<file path="src/rtl/elevator_call_scheduler_if.sv">
// Button/controller-facing signal bundle for elevator_call_scheduler.
// The scheduler uses the slave modport; whoever drives the buttons and floor uses master.
`timescale 1ns/1ps
interface elevator_call_scheduler_if;
    logic [3:0] call_btn;
    logic [3:0] present_floor;
    logic [3:0] requested_floor;
    logic [3:0] pending;
    logic       door_open;
    logic       dir_up;
    logic       busy;

    modport master (
        output call_btn, present_floor,
        input  requested_floor, pending, door_open, dir_up, busy
    );

    modport slave (
        input  call_btn, present_floor,
        output requested_floor, pending, door_open, dir_up, busy
    );
endinterface

</file>
<file path="src/rtl/elevator_call_scheduler.sv">
// Four-floor collective (SCAN) call scheduler with door dwell; one-hot floors throughout.
// Define ELEV_CALL_SYNC_EN to put a 2-flop synchronizer in front of button edge detection.
`timescale 1ns/1ps
module elevator_call_scheduler #(
    parameter int unsigned DWELL_CYCLES = 8
) (
    input logic                      clk,
    input logic                      reset,
    elevator_call_scheduler_if.slave bus
);
    typedef enum logic [1:0] {IDLE, UP, DOWN, DWELL} state_t;

    localparam logic [7:0] DWELL_LOAD = 8'(DWELL_CYCLES - 1);

    state_t     state, state_n;
    logic [3:0] pending_q, pending_n;
    logic [3:0] req_q, req_n;
    logic [3:0] dwell_floor, dwell_floor_n;
    logic [3:0] btn_s, btn_prev, captured, clear, eval_p, above, below;
    logic [7:0] cnt, cnt_n;
    logic [1:0] cur;
    logic       dir_q, dir_n, door_q, busy_q;
    logic       floor_valid, expire, prefer_up;

`ifdef ELEV_CALL_SYNC_EN
    logic [3:0] sync_a, sync_b;

    always_ff @(posedge clk or posedge reset) begin
        if (reset) begin
            sync_a <= '0;
            sync_b <= '0;
        end else begin
            sync_a <= bus.call_btn;
            sync_b <= sync_a;
        end
    end
    assign btn_s = sync_b;
`else
    assign btn_s = bus.call_btn;
`endif

    assign floor_valid = (bus.present_floor != 4'd0) &&
                         ((bus.present_floor & (bus.present_floor - 4'd1)) == 4'd0);

    // NOTE: every variable gets a default before any branch, so no path can infer a latch.
    always_comb begin
        cur = 2'd0;
        for (int i = 0; i < 4; i++)
            if (bus.present_floor[i]) cur = 2'(i);
    end

    // A dwell that expires this cycle must not re-serve its own floor.
    assign expire    = (state == DWELL) && (cnt == 8'd0);
    assign eval_p    = expire ? (pending_q & ~dwell_floor) : pending_q;
    assign prefer_up = (state == IDLE) || dir_q;

    // Scanning high-to-low leaves the lowest hit above; low-to-high leaves the highest below.
    always_comb begin
        above = '0;
        below = '0;
        for (int i = 3; i >= 0; i--)
            if (eval_p[i] && (i > int'(cur))) above = 4'b0001 << i;
        for (int i = 0; i < 4; i++)
            if (eval_p[i] && (i < int'(cur))) below = 4'b0001 << i;
    end

    always_comb begin
        captured = btn_s & ~btn_prev;
        if (state == DWELL) captured = captured & ~dwell_floor;
        clear     = (floor_valid && expire) ? dwell_floor : 4'd0;
        pending_n = (pending_q | captured) & ~clear;

        state_n       = state;
        req_n         = req_q;
        dir_n         = dir_q;
        cnt_n         = cnt;
        dwell_floor_n = dwell_floor;

        if (floor_valid) begin
            if ((state == DWELL) && !expire) begin
                cnt_n = cnt - 8'd1;
            end else if ((eval_p & bus.present_floor) != 4'd0) begin
                state_n       = DWELL;
                req_n         = bus.present_floor;
                cnt_n         = DWELL_LOAD;
                dwell_floor_n = bus.present_floor;
            end else if (prefer_up && (above != 4'd0)) begin
                state_n = UP;
                req_n   = above;
                dir_n   = 1'b1;
            end else if (below != 4'd0) begin
                state_n = DOWN;
                req_n   = below;
                dir_n   = 1'b0;
            end else if (above != 4'd0) begin
                state_n = UP;
                req_n   = above;
                dir_n   = 1'b1;
            end else begin
                state_n = IDLE;
                req_n   = bus.present_floor;
            end
        end
    end

    // NOTE: sequential state uses non-blocking assignments so every flop samples pre-edge values.
    always_ff @(posedge clk or posedge reset) begin
        if (reset) begin
            state       <= IDLE;
            pending_q   <= '0;
            req_q       <= 4'b0001;
            dir_q       <= 1'b1;
            door_q      <= 1'b0;
            busy_q      <= 1'b0;
            cnt         <= '0;
            dwell_floor <= '0;
            btn_prev    <= '0;
        end else begin
            state       <= state_n;
            pending_q   <= pending_n;
            req_q       <= req_n;
            dir_q       <= dir_n;
            door_q      <= (state_n == DWELL);
            busy_q      <= (state_n != IDLE);
            cnt         <= cnt_n;
            dwell_floor <= dwell_floor_n;
            btn_prev    <= btn_s;
        end
    end

    assign bus.requested_floor = req_q;
    assign bus.pending         = pending_q;
    assign bus.door_open       = door_q;
    assign bus.dir_up          = dir_q;
    assign bus.busy            = busy_q;
endmodule

</file>
<file path="src/flat_wrapper.sv">
// flat-port wrapper written by rule: the top's interface ports become plain ports
module elevator_call_scheduler_flat 
#(
    parameter int unsigned DWELL_CYCLES = 8
)
  (clk, reset, bus_call_btn, bus_present_floor, bus_requested_floor, bus_pending, bus_door_open, bus_dir_up, bus_busy);
  elevator_call_scheduler_if bus_i ();
  input logic clk;
  input logic reset;
  input wire logic [$bits(bus_i.call_btn)-1:0] bus_call_btn;
  input wire logic [$bits(bus_i.present_floor)-1:0] bus_present_floor;
  output wire logic [$bits(bus_i.requested_floor)-1:0] bus_requested_floor;
  output wire logic [$bits(bus_i.pending)-1:0] bus_pending;
  output wire logic [$bits(bus_i.door_open)-1:0] bus_door_open;
  output wire logic [$bits(bus_i.dir_up)-1:0] bus_dir_up;
  output wire logic [$bits(bus_i.busy)-1:0] bus_busy;
  assign bus_i.call_btn = bus_call_btn;
  assign bus_i.present_floor = bus_present_floor;
  assign bus_requested_floor = bus_i.requested_floor;
  assign bus_pending = bus_i.pending;
  assign bus_door_open = bus_i.door_open;
  assign bus_dir_up = bus_i.dir_up;
  assign bus_busy = bus_i.busy;
  elevator_call_scheduler #(.DWELL_CYCLES(DWELL_CYCLES)) u_core (.clk(clk), .reset(reset), .bus(bus_i));
endmodule
</file>
<file path="config.mk">
export PLATFORM = sky130hd
export DESIGN_NAME = elevator_call_scheduler_flat
export DESIGN_NICKNAME = d
export VERILOG_FILES = /design/src/rtl/elevator_call_scheduler_if.sv /design/src/rtl/elevator_call_scheduler.sv /design/src/flat_wrapper.sv
export SDC_FILE = /design/constraint.sdc
export NUM_CORES = 1
export LEC_CHECK = 0
export BUFFER_PORTS_ARGS = -buffer_cell sky130_fd_sc_hd__buf_2
export CORE_AREA = 2 2 65 67
export CTS_BUF_LIST = sky130_fd_sc_hd__clkbuf_4
export DETAILED_ROUTE_END_ITERATION = 7
export DIE_AREA = 0 0 67 69
export GPL_TIMING_DRIVEN = 0
export PLACE_DENSITY_LB_ADDON = 0.1
export REMOVE_ABC_BUFFERS = 1
export SYNTH_ARGS = -nofsm -noshare
export SYNTH_HDL_FRONTEND = slang
export SYNTH_SLANG_ARGS = --single-unit
</file>
<file path="constraint.sdc">
create_clock -name clk -period 8.42 [get_ports clk]
set_clock_uncertainty 0.1 [all_clocks]
set_input_delay 1.684 -clock clk [delete_from_list [all_inputs] [get_ports clk]]
set_output_delay 1.684 -clock clk [all_outputs]
set_load 0.02 [all_outputs]
</file>
== After elaboration in Yosys (flattened, before gate mapping) ==
Index checks and enable logic that the tools add are counted.
Storage, ports and cells
  output and inout bits: 11
  bits in registers: 29
  input bits: 10
Cells by class
  bitwise operators: 12
  eq/ne operators: 2
  $add $sub $neg: 2
  muxes and demuxes: 27
  $lt $le $gt $ge: 6
  reductions and logical operators: 27
Operators with widths (count)
  2-to-1 mux 4 bit: 10
  AND 4 bit: 6
  2-to-1 mux 2 bit: 8
  2-to-1 mux 8 bit: 2
  nonzero test 4 bit: 4
  inverter 4 bit: 3
  logical AND 1 bit: 11
  logical NOT 8 bit: 1
  subtractor 8 x 1 -> 8 bit, second input constant: 1
  2-to-1 mux 1 bit: 6
  == test 2 bit, second input constant: 2
  greater-than comparator 2 bit, first input constant: 2
  logical NOT 4 bit: 1
  less-than comparator 1 x 2 -> 1 bit, first input constant: 2
  OR 4 bit: 1
  AND reduction 2 bit: 2
  AND reduction 4 bit: 1
  nonzero test 2 bit: 2
  subtractor 4 x 1 -> 4 bit, second input constant: 1
  2-to-1 mux 3 bit: 1
  AND reduction 3 bit: 1
  nonzero test 3 bit: 1
  greater-than comparator 1 x 2 -> 1 bit, first input constant: 1
  logical NOT 2 bit: 1
  other kinds (4): 5

== Depth between registers and ports, before layout ==
Gate-level depths: netlist of run 1.
  depth in word-level cells: 16
  mapped depth: 9
  depth with buffers taken out: 8

== Worst setup path before layout of run 1 ==
OpenSTA, ideal clock, no wires.
  path kind: input -> register
  start: input port bus_present_floor[2]
  end: register u_core.req_q[2], in the netlist u_core.bus.requested_floor[2]
  setup slack: 4877 ps
  arrival time: 3378 ps
  setup time: 65 ps
  path buffers: 1
  cell stages on the path: 7
  data required time: 8255 ps
  path through: clkbuf_1 > or4b_2 > a31oi_1 > a211o_1 > nand2_1 > a2111oi_2 > a211o_1
Between the ends
  longest elaborated chain between the ends: 12
  elaborated cells on any way between the ends: 35
RTL lines
  from (decl): line flat_wrapper.sv:11  | input wire logic [$bits(bus_i.present_floor)-1:0] bus_present_floor;
  2-to-1 mux 2 bit (2 in series): line elevator_call_scheduler.sv:49  | if (bus.present_floor[i]) cur = 2'(i);
  greater-than comparator 2 bit: line elevator_call_scheduler.sv:62  | if (eval_p[i] && (i > int'(cur))) above = 4'b0001 << i;
  logical AND 1 bit: line elevator_call_scheduler.sv:62
  2-to-1 mux 4 bit (3 in series): line elevator_call_scheduler.sv:62
  nonzero test 4 bit: line elevator_call_scheduler.sv:87, elevator_call_scheduler.sv:95
  2-to-1 mux 4 bit: line elevator_call_scheduler.sv:95  | end else if (above != 4'd0) begin
  2-to-1 mux 4 bit: line elevator_call_scheduler.sv:91  | end else if (below != 4'd0) begin
  2-to-1 mux 4 bit: line elevator_call_scheduler.sv:87  | end else if (prefer_up && (above != 4'd0)) begin
  2-to-1 mux 4 bit: line elevator_call_scheduler.sv:82  | end else if ((eval_p & bus.present_floor) != 4'd0) begin
  to (signal assigned): line elevator_call_scheduler.sv:121  | req_q <= req_n;
  to (decl): line elevator_call_scheduler.sv:17  | logic [3:0] req_q, req_n;
Parallel ways exist; a longest one is shown, timed or not.
A chain may end at the register's enable or synchronous reset.

== Worst setup path in the final report of run 1 ==
  start: input port bus_present_floor[1]
  end: register u_core.dwell_floor[2]
Between the ends
  longest elaborated chain between the ends: 5
  elaborated cells on any way between the ends: 8
RTL lines
  subtractor 4 x 1 -> 4 bit: line elevator_call_scheduler.sv:43  | ((bus.present_floor & (bus.present_floor - 4'd1)) == 4'd0);
  AND 4 bit: line elevator_call_scheduler.sv:43
  logical NOT 4 bit: line elevator_call_scheduler.sv:43
  logical AND 1 bit: line elevator_call_scheduler.sv:42  | assign floor_valid = (bus.present_floor != 4'd0) &&
  AND reduction 3 bit (no line) *
  to (signal assigned): line elevator_call_scheduler.sv:126  | dwell_floor <= dwell_floor_n;
  to (decl): line elevator_call_scheduler.sv:18  | logic [3:0] dwell_floor, dwell_floor_n;
Mark *: on every way between the ends. The rest lies on a longest branch, timed or not.

==> impl_metrics.csv, run 1 <==
group,metric,value,unit
run_status,status,"finished, final reports clean",
sta,setup_violations,0,
run,cap_violations,0,
hold_path,min_path_type,"flop to flop",
power_and_ir_drop,switching_share,0.427,
placed_design,portBuffers,20,
yosys,synth-seq-area-share,0.430,
cells_and_area,layout.nets,210,
cells_and_area,final_common_cell,"dfrtp_1",
cts,cts_buffers,5,
die,coreArea,3910,µm²
power_and_ir_drop,p_comb_frac,0.418,
sta,finalHoldViolations,0,
yosys,ys.flop_type,"dfrtp_1",
drt,drt_iter0_markers,76,
sta,post-route-period-util,0.444,
worst_setup_path,startpoint_type,"input pin",
yosys,synth-edff-count,0,
global_routing,grt_max_degree,30,
yosys,synthCells,177,
sta,rsz0062_at_grt,"false",
cts,cts_resized,0,
drt,via_count,1465,
die,io_pins,21,
worst_setup_path,critPathKind,"input pin to flop",
cts,clk_latency,0.32,ns
worst_setup_path,required,8.54,ns
die,die_y,69,µm
worst_setup_path,r2r_slack,4.97,ns
worst_setup_path,cp.arrival,3.86,ns
global_routing,grt-ovfl-total,0,
power_and_ir_drop,power_frac_seq,0.440,
yosys,yosysWarningCount,0,
power_and_ir_drop,clkPwrFrac,0.142,
cts,cts-hold-fix-buffers,0,
cells_and_area,mostFrequentLayoutCells,"dfrtp_1, buf_2, nor2_1, a21oi_1, nand2_1",
power_and_ir_drop,p_leak,0.793,nW
global_routing,grt_pass1_vias,1520,
global_routing,grtUsageTotal,0.206,
cells_and_area,syn2layout_area_growth,10.6,%
placed_design,dp_worst_setup_slack,4.34,ns
yosys,async_reset_ff_frac,1.00,
yosys,syn_area_per_cell,9.56,µm²
sta,drv_slew,0,
cells_and_area,antennaDiodeCount,0,
placed_design,dp_hpwl,3050,µm
yosys,ys_types,50,
drt,viasPerCell,5.91,
yosys,netlist_area,1690,µm²
cts,cts_sinks,29,
die,start_util,0.433,
drt,drc,0,
power_and_ir_drop,power.internal,305,µW
sta,slew_headroom,0.262,
power_and_ir_drop,p_per_area,284,nW/µm²
cells_and_area,fill_cells,409,
sta,setup_ws,4.68,ns
sta,fmax,0.267,GHz
yosys,ys_seq_elements,29,
drt,drt_wl_total,4200,µm
sta,final.setup.tns,0,ns
cts,clkTransAtPathRegs,0.09,ns
sta,finalCriticalPeriod,3.74,ns
power_and_ir_drop,p_switching,227,µW
cts,root_buffer,"clkbuf_4",
drt,ant_nets,0,
die,die_w,67,µm
global_routing,grt_first_pass_wirelength,7140,µm
cts,clockBufferDepth,2,
drt,dr.pass1.iters,4,
global_routing,antenna_found_initial,0,
worst_setup_path,critPathCaptureType,"flop",
cells_and_area,final_layout_size_suffix_gt1_frac,0.222,
cts,cts_max_level,2,
cts,post_cts_buffers,0,
die,die-area,4620,µm²
placed_design,gp_congestion,0.847,
cells_and_area,post-route-util,0.478,
cts,cts_tree,"built",
worst_setup_path,worst-path-max-fanout,11,
power_and_ir_drop,peakVddDrop,0.118,mV
drt,wl_per_cell,16.9,µm
sta,worstMarginPinSlew,1.11,ns
die,row_count,23,
layer usage:
layer  GRT usage  up-vias  routed length (µm)
met1       0.252      718                1880
met4       0.102        0                  74
met3      0.0522        8                 166
met2       0.329       31                2070
li1            -      708                   -
met5           0        -                   0
final timing paths:
kind                                                            from                                   endpoint  cells past startpoint
min                        u_core.bus.requested_floor[3]$_DFFE_PP0P_  u_core.bus.requested_floor[3]$_DFFE_PP0P_                      1
max in group asynchronous                                      reset  u_core.bus.requested_floor[1]$_DFFE_PP0P_                      2
min reg2reg                u_core.bus.requested_floor[3]$_DFFE_PP0P_  u_core.bus.requested_floor[3]$_DFFE_PP0P_                      1
max                                             bus_present_floor[1]          u_core.dwell_floor[2]$_DFFE_PP0P_                      6
min in group asynchronous                                      reset                  u_core.cnt[7]$_DFFE_PP0P_                      2
max reg2reg                                u_core.cnt[0]$_DFFE_PP0P_  u_core.bus.requested_floor[2]$_DFFE_PP0P_                      8
through the flow:
stage | hold WS, ns | power (mW) | area [µm²] | cells
5_1_grt | 0.406 | 0.576 | 1870 | 248
3_5_place_dp | 0.360 | 0.459 | 1830 | 242
2_1_floorplan | 0.328 | 0.393 | 1670 | 172
6_report | 0.377 | 0.532 | 1870 | 248
4_1_cts | 0.380 | 0.536 | 1870 | 248
3_3_place_gp | 0.356 | 0.450 | 1830 | 242
power groups by stage:
stage | clock (mW) | combinational [mW] | sequential [mW]
floorplan | 0 | 0.145 | 0.248
global placement | 0 | 0.217 | 0.233
detailed placement | 0 | 0.223 | 0.236
CTS | 0.0783 | 0.224 | 0.234
global route | 0.0845 | 0.250 | 0.242
finish | 0.0756 | 0.223 | 0.234
registers in the layout (all words and copies together) (netlist names):
name / count
u_core.bus.requested_floor: 4
u_core.cnt: 8
u_core.dwell_floor: 4
u_core.bus.pending: 4
u_core.state: 2
u_core.bus.busy: 1
u_core.bus.door_open: 1
u_core.bus.dir_up: 1
u_core.btn_prev: 4
critical path, stage by stage:
cell	delay [ns]
buf_2	0.18
inv_1	0.14
a311oi_1	0.46
a2111oi_4	0.16
nor2_1	0.81
mux2_2	0.43
cells in the mapped netlist, types with 3 or more instances:
cell,instances,area share
dfrtp_1,27,0.40
nor2_1,18,0.040
a21oi_1,16,0.047
nand2_1,12,0.027
inv_1,11,0.024
a31oi_1,9,0.033
o21ai_0,8,0.024
xor2_1,5,0.026
a21o_1,4,0.018
clkbuf_1,4,0.0089
mux2_2,4,0.027
and3_1,3,0.011
nand2b_1,3,0.011
o211ai_1,3,0.013
o21a_1,3,0.013
o31ai_1,3,0.013
area by class of cell:
class                   count  area, µm²  area share
multi-input cells         132        897       0.479
flip-flops and latches     29        728       0.389
repair buffers             20        100      0.0535
well taps                  50       62.6      0.0334
inverters                  11       41.3      0.0221
clock buffers               5       37.5      0.0201
clock inverters             1       5.00     0.00267
cell families (layout without fill, tap and decap cells):
group           Yosys count  in the layout  synth area share
mux                       4              4            0.0266
simple gates             51             51             0.157
compound gates           70             70             0.307
fa+ha+maj                 1              1           0.00739
buf+inv                  16             37            0.0399
flops                    29             29             0.430
xor+xnor                  6              6            0.0310
Power figures use the tool's default switching activity.
==> inputs of run 2 (changes only) <==
==> constraint.sdc (replaced) <==
create_clock -name clk -period 3.2 [get_ports clk]
set_clock_uncertainty 0.1 [all_clocks]
set_input_delay 0.64 -clock clk [delete_from_list [all_inputs] [get_ports clk]]
set_output_delay 0.64 -clock clk [all_outputs]
set_load 0.02 [all_outputs]
==> run 2 against run 1 <==
  * Worst hold slack got worse by 0.051 ns
  * Non-clock buffer count increased by 2
  * Critical path depth increased by 2
  * Critical endpoint is now u_core.bus.busy$_DFF_PP0_
  * Flip-flop and latch count unchanged
  * Clock power increased to 2.6 times the previous value
  * Final cell count increased by 0.81%
  * Largest power group unchanged
==> impl_metrics.csv, run 2 (synthesis results as in run 1) <==
group,metric,value,unit
run_status,status,"finished, final reports clean",
sta,finalHoldViolations,0,
cells_and_area,fin_area,1900,µm²
placed_design,post_dp_cell_area,1830,µm²
cts,cts_sinks,29,
sta,setup_ws,0.159,ns
die,start_util,0.433,
sta,drv_slew,0,
drt,viasPerCell,5.97,
run,cap_violations,0,
cells_and_area,layout.nets,212,
drt,dr.pass1.iters,4,
placed_design,placed_cells,242,
cells_and_area,post-route-util,0.485,
die,io_pins,21,
die,row_count,23,
drt,drc,0,
drt,ant_nets,0,
drt,drt_iter0_markers,91,
global_routing,antenna_found_initial,0,
cts,clockBufferDepth,2,
cells_and_area,final_layout_size_suffix_gt1_frac,0.235,
cells_and_area,max_flop_register,"u_core.cnt",
worst_setup_path,worst-path-max-fanout,7,
die,die-area,4620,µm²
die,die_w,67,µm
sta,setup_violations,0,
cts,clk_latency,0.32,ns
sta,worstMarginPinSlew,1.10,ns
drt,wl_per_cell,16.8,µm
sta,slew_headroom,0.263,
hold_path,hp-start,"bus_call_btn[2]",
global_routing,grt_util_met3,0.0555,
power_and_ir_drop,power_frac_seq,0.438,
sta,post-route-period-util,0.950,
cells_and_area,seqCellArea,728,µm²
cts,root_buffer,"clkbuf_4",
global_routing,grt_first_pass_wirelength,7200,µm
die,die_y,69,µm
global_routing,grtUsageTotal,0.207,
die,coreArea,3910,µm²
worst_setup_path,startpoint_type,"flop",
cells_and_area,final_common_cell,"dfrtp_1",
worst_setup_path,crit_path_max_incr_delay,0.58,ns
drt,drt_wl_total,4200,µm
worst_setup_path,critPathCaptureType,"flop",
power_and_ir_drop,switching_share,0.426,
worst_setup_path,path_cells,"inv_1, ha_1, or3b_2, o31a_1, a2111o_1, a211oi_2, a21oi_1, or2_1",
placed_design,dp_hpwl,3050,µm
power_and_ir_drop,peakVddDrop,0.308,mV
cts,cts_tree,"built",
global_routing,top_usage_layer,"met2",
hold_path,min_path_type,"input pin to flop",
worst_setup_path,crit_slowest_cell,"a2111o_1",
cts,cts_max_level,2,
cells_and_area,mostFrequentLayoutCells,"dfrtp_1, buf_2, nor2_1, a21oi_1, nand2_1",
power_and_ir_drop,power.internal,817,µW
global_routing,met1_usage,0.248,
worst_setup_path,regToRegStartpoint,"u_core.cnt[0]$_DFFE_PP0P_",
placed_design,dp_worst_setup_slack,-0.230,ns
power_and_ir_drop,clkPwrFrac,0.140,
cells_and_area,fill_cells,403,
drt,via_count,1493,
global_routing,grt_max_degree,30,
cells_and_area,fin_cells,250,
worst_setup_path,critPathKind,"flop to flop",
placed_design,gp_congestion,0.847,
power_and_ir_drop,p_per_area,750,nW/µm²
global_routing,grt_pass1_vias,1536,
cells_and_area,largest_reg_flops,8,
worst_setup_path,cp.arrival,3.16,ns
cells_and_area,syn2layout_area_growth,12.1,%
sta,rsz0062_at_grt,"false",
power_and_ir_drop,p_leak,0.805,nW
sta,finalCriticalPeriod,3.04,ns
cells_and_area,multi_input_area,908,µm²
cts,cts_buffers,5,
sta,fmax,0.329,GHz
cts,clkTransAtPathRegs,0.09,ns
power_and_ir_drop,p_comb_frac,0.422,
power_and_ir_drop,p_switching,607,µW
worst_setup_path,required,3.32,ns
global_routing,use_met2,0.337,
worst_setup_path,cp-startpoint,"u_core.cnt[0]$_DFFE_PP0P_",
placed_design,portBuffers,20,
sta,whs,0.326,ns
cells_and_area,antennaDiodeCount,0,
cts,cts-hold-fix-buffers,0,
global_routing,grt-ovfl-total,0,
-- run 2: cell types whose count changed in the layout (fill, tap and decap cells not counted) --
cell    before  now
buf_4        0    2
nor2_1      18   17
nor2_2       0    1
nor4_2       1    0
nor4_4       0    1
-- run 2: worst max-delay path, delay by kind of cell (launching register included) --
family	cells	cell delay (ns)
compound gates	4	1.38
simple gates	2	0.74
flops	1	0.42
fa+ha+maj	1	0.23
buf+inv	1	0.07
-- run 2: final timing paths --
path	cells after the start	slack [ns]	endpoint
max	8	0.16	u_core.bus.busy$_DFF_PP0_
min	1	0.33	u_core.btn_prev[2]$_DFF_PP0_
max reg2reg	8	0.16	u_core.bus.busy$_DFF_PP0_
min reg2reg	1	0.37	u_core.bus.pending[2]$_DFF_PP0_
max in group asynchronous	2	1.85	u_core.cnt[0]$_DFFE_PP0P_
min in group asynchronous	2	0.48	u_core.btn_prev[2]$_DFF_PP0_
-- run 2: metal layers --
metal / wire (µm) / up-vias
li1: - / 711
met1: 1790 / 728
met2: 2110 / 42
met3: 189 / 12
met4: 104 / 0
met5: 0 / -
-- run 2: layout make-up --
cell class	instances	share of cell area
Clock buffer	5	0.0198
Inverter	11	0.0218
Clock inverter	1	0.00264
Timing Repair Buffer	22	0.0606
Tap cell	50	0.0330
Multi-Input combinational cell	132	0.479
Sequential cell	29	0.384
-- run 2: repair_timing --
action                                  CTS  global route
pin swaps                                 1             0
hold endpoints to repair                  0             0
gates resized for setup                   1             1
buffers inserted                          2             0
endpoints found under the setup margin    5             5
cloned                                    0             0
-- run 2: power by group through the flow --
| stage | Combinational [mW] | Clock (mW) | Sequential, mW |
|---|---|---|---|
| after floorplan | 0.380 | 0 | 0.653 |
| after global placement | 0.571 | 0 | 0.614 |
| after detailed placement | 0.586 | 0 | 0.621 |
| after CTS | 0.599 | 0.206 | 0.615 |
| after global routing | 0.674 | 0.223 | 0.646 |
| final | 0.601 | 0.199 | 0.624 |
-- run 2: stage by stage --
step | total power, mW | setup TNS, ns
2_1_floorplan | 1.03 | 0
3_3_place_gp | 1.19 | -0.179
3_5_place_dp | 1.21 | -0.350
4_1_cts | 1.42 | 0
5_1_grt | 1.54 | 0
6_report | 1.42 | 0
==> inputs of run 3 (changes only) <==
--- a/config.mk
+++ b/config.mk
@@ -11,6 +11,7 @@
 export DETAILED_ROUTE_END_ITERATION = 7
 export DIE_AREA = 0 0 67 69
 export GPL_TIMING_DRIVEN = 0
+export HOLD_SLACK_MARGIN = 0.1
 export PLACE_DENSITY_LB_ADDON = 0.1
 export REMOVE_ABC_BUFFERS = 1
 export SYNTH_ARGS = -nofsm -noshare
==> constraint.sdc (replaced) <==
create_clock -name clk -period 2.9 [get_ports clk]
set_clock_uncertainty 0.1 [all_clocks]
set_input_delay 0.58 -clock clk [delete_from_list [all_inputs] [get_ports clk]]
set_output_delay 0.58 -clock clk [all_outputs]
set_load 0.02 [all_outputs]
==> run 3 against run 2 <==
  * Via count up 2.3%
  * Wire length is 3.3% higher
  * Core utilization rose by 2.6 points
  * Die area stayed put
  * Clock-buffer cell count unchanged
  * Sequential share of layout area down 1.9 points
  * Fmax rose by 9.0%
  * Final area up 5.3%
  * Sequential power rose by 11%
  * Clock power rose by 11%
  * Worst hold slack got worse by 0.060 ns
  * Critical path type unchanged
  * Largest cell class unchanged
  * Largest power group is now combinational logic
==> impl_metrics.csv, run 3 (synthesis results as in run 1) <==
group,metric,value,unit
placed_design,dp_hpwl,3050,µm
placed_design,portBuffers,20,
placed_design,gp_congestion,0.847,
global_routing,grt-ovfl-total,0,
cts,cts_tree,"built",
cells_and_area,fill_cells,390,
die,io_pins,21,
sta,finalHoldViolations,0,
drt,wl_per_cell,16.9,µm
cts,clkTransAtPathRegs,0.09,ns
cts,clk_latency,0.32,ns
die,die_w,67,µm
sta,post-route-period-util,0.963,
cells_and_area,fin_area,2000,µm²
sta,final.setup.tns,0,ns
drt,viasPerCell,5.95,
die,coreArea,3910,µm²
power_and_ir_drop,peakVddDrop,0.394,mV
die,die_y,69,µm
cells_and_area,mostFrequentLayoutCells,"dfrtp_1, buf_2, nor2_1, a21oi_1, nand2_1",
worst_setup_path,required,3.07,ns
drt,drt_wl_total,4330,µm
cts,cts_sinks,29,
worst_setup_path,worst-path-max-fanout,4,
sta,whs,0.266,ns
cts,clockBufferDepth,2,
run_status,status,"finished, final reports clean",
drt,ant_nets,0,
worst_setup_path,startpoint_type,"flop",
worst_setup_path,path_cells,"inv_2, ha_4, or3b_4, o31a_1, a2111oi_4, buf_4, nand3_2, a2111oi_4, a211o_1",
cells_and_area,max_flop_register,"u_core.cnt",
cells_and_area,seqCellArea,728,µm²
global_routing,antenna_found_initial,0,
drt,dr.pass1.iters,4,
global_routing,grt_pass1_vias,1552,
cells_and_area,final_common_cell,"dfrtp_1",
sta,worstMarginPinSlew,1.11,ns
sta,slew_headroom,0.257,
power_and_ir_drop,p_per_area,827,nW/µm²
drt,drt_iter0_markers,54,
cells_and_area,multi_input_area,957,µm²
placed_design,post_dp_cell_area,1830,µm²
cts,root_buffer,"clkbuf_4",
sta,finalCriticalPeriod,2.79,ns
run,cap_violations,0,
worst_setup_path,critPathCaptureType,"flop",
power_and_ir_drop,p_leak,0.843,nW
global_routing,grt_max_degree,30,
sta,drv_slew,0,
worst_setup_path,regToRegStartpoint,"u_core.cnt[1]$_DFFE_PP0P_",
power_and_ir_drop,p_total,1.65,mW
cts,cts_max_level,2,
drt,via_count,1528,
sta,fmax,0.358,GHz
cells_and_area,syn2layout_area_growth,18.1,%
worst_setup_path,cp.arrival,2.96,ns
hold_path,min_path_type,"input pin to flop",
cells_and_area,layout.nets,219,
die,row_count,23,
sta,setup_violations,0,
worst_setup_path,r2r_slack,0.11,ns
cts,cts-hold-fix-buffers,0,
cells_and_area,largest_reg_flops,8,
die,start_util,0.433,
worst_setup_path,critPathKind,"flop to flop",
worst_setup_path,crit_path_max_incr_delay,0.44,ns
cells_and_area,final_layout_size_suffix_gt1_frac,0.285,
cts,cts_buffers,5,
hold_path,hp-start,"bus_call_btn[2]",
worst_setup_path,crit_slowest_cell,"a2111oi_4",
global_routing,grtUsageTotal,0.209,
drt,drc,0,
cells_and_area,antennaDiodeCount,0,
worst_setup_path,crit_top_cell,"a2111oi_4",
die,die-area,4620,µm²
worst_setup_path,cp-startpoint,"u_core.cnt[1]$_DFFE_PP0P_",
global_routing,grt_first_pass_wirelength,7290,µm
==> run 3: cell count changes in the layout (fill, tap and decap cells not counted), moves of 2 or more <==
cell      previous run  this run
inv_2                0         2
a211oi_2             2         4
inv_1               11         9
a211oi_1             2         0
buf_4                2         9
==> run 3: repair_timing <==
item,in CTS,in global routing
buffers inserted,5,4
gates resized for setup,4,8
endpoints found under the hold margin,0,0
cloned,0,0
setup endpoints to repair,17,14
pin swaps,3,5
==> run 3: final cells by class <==
class,count,share of cell area
multi-input combinational,132,0.479
sequential,29,0.364
timing repair buffer,29,0.0839
tap,50,0.0313
inverter,11,0.0207
clock buffer,5,0.0188
clock inverter,1,0.00250
==> run 3: where the power goes <==
part	switching [mW]	internal (mW)	leakage, nW
sequential	0.153	0.541	0.327
combinational	0.413	0.326	0.489
clock	0.136	0.0839	0.0269
==> run 3: per-stage QoR <==
step                      utilization  setup slack (ns)  instances
after floorplan                     -           -0.0258        172
after global placement          0.467            -0.479        242
after detailed placement        0.467            -0.530        242
after CTS                       0.493            0.0157        253
after global routing            0.511           -0.0182        257
final                           0.511             0.109        257
==> run 3: path summary, 6_finish.rpt <==
path	to	cells past startpoint
worst max-delay path	u_core.bus.requested_floor[2]$_DFFE_PP0P_	9
worst min-delay path	u_core.btn_prev[2]$_DFF_PP0_	1
worst max register to register	u_core.bus.requested_floor[2]$_DFFE_PP0P_	9
worst min register to register	u_core.bus.requested_floor[3]$_DFFE_PP0P_	1
max in group asynchronous	u_core.bus.requested_floor[3]$_DFFE_PP0P_	2
min in group asynchronous	u_core.btn_prev[2]$_DFF_PP0_	2
==> run 3: per-layer routing <==
layer	track usage	share of wire	vias to the layer above
li1	-	-	725
met1	0.250	0.43	749
met2	0.342	0.51	46
met3	0.0555	0.048	8
met4	0.0975	0.018	0
met5	0	0	-
==> run 3: worst max-delay path, delay by kind of cell, from the launching register on <==
family / cells / cell delay, ns
compound gates: 4 / 1.30
buf+inv: 2 / 0.28
flops: 1 / 0.41
fa+ha+maj: 1 / 0.15
simple gates: 2 / 0.50
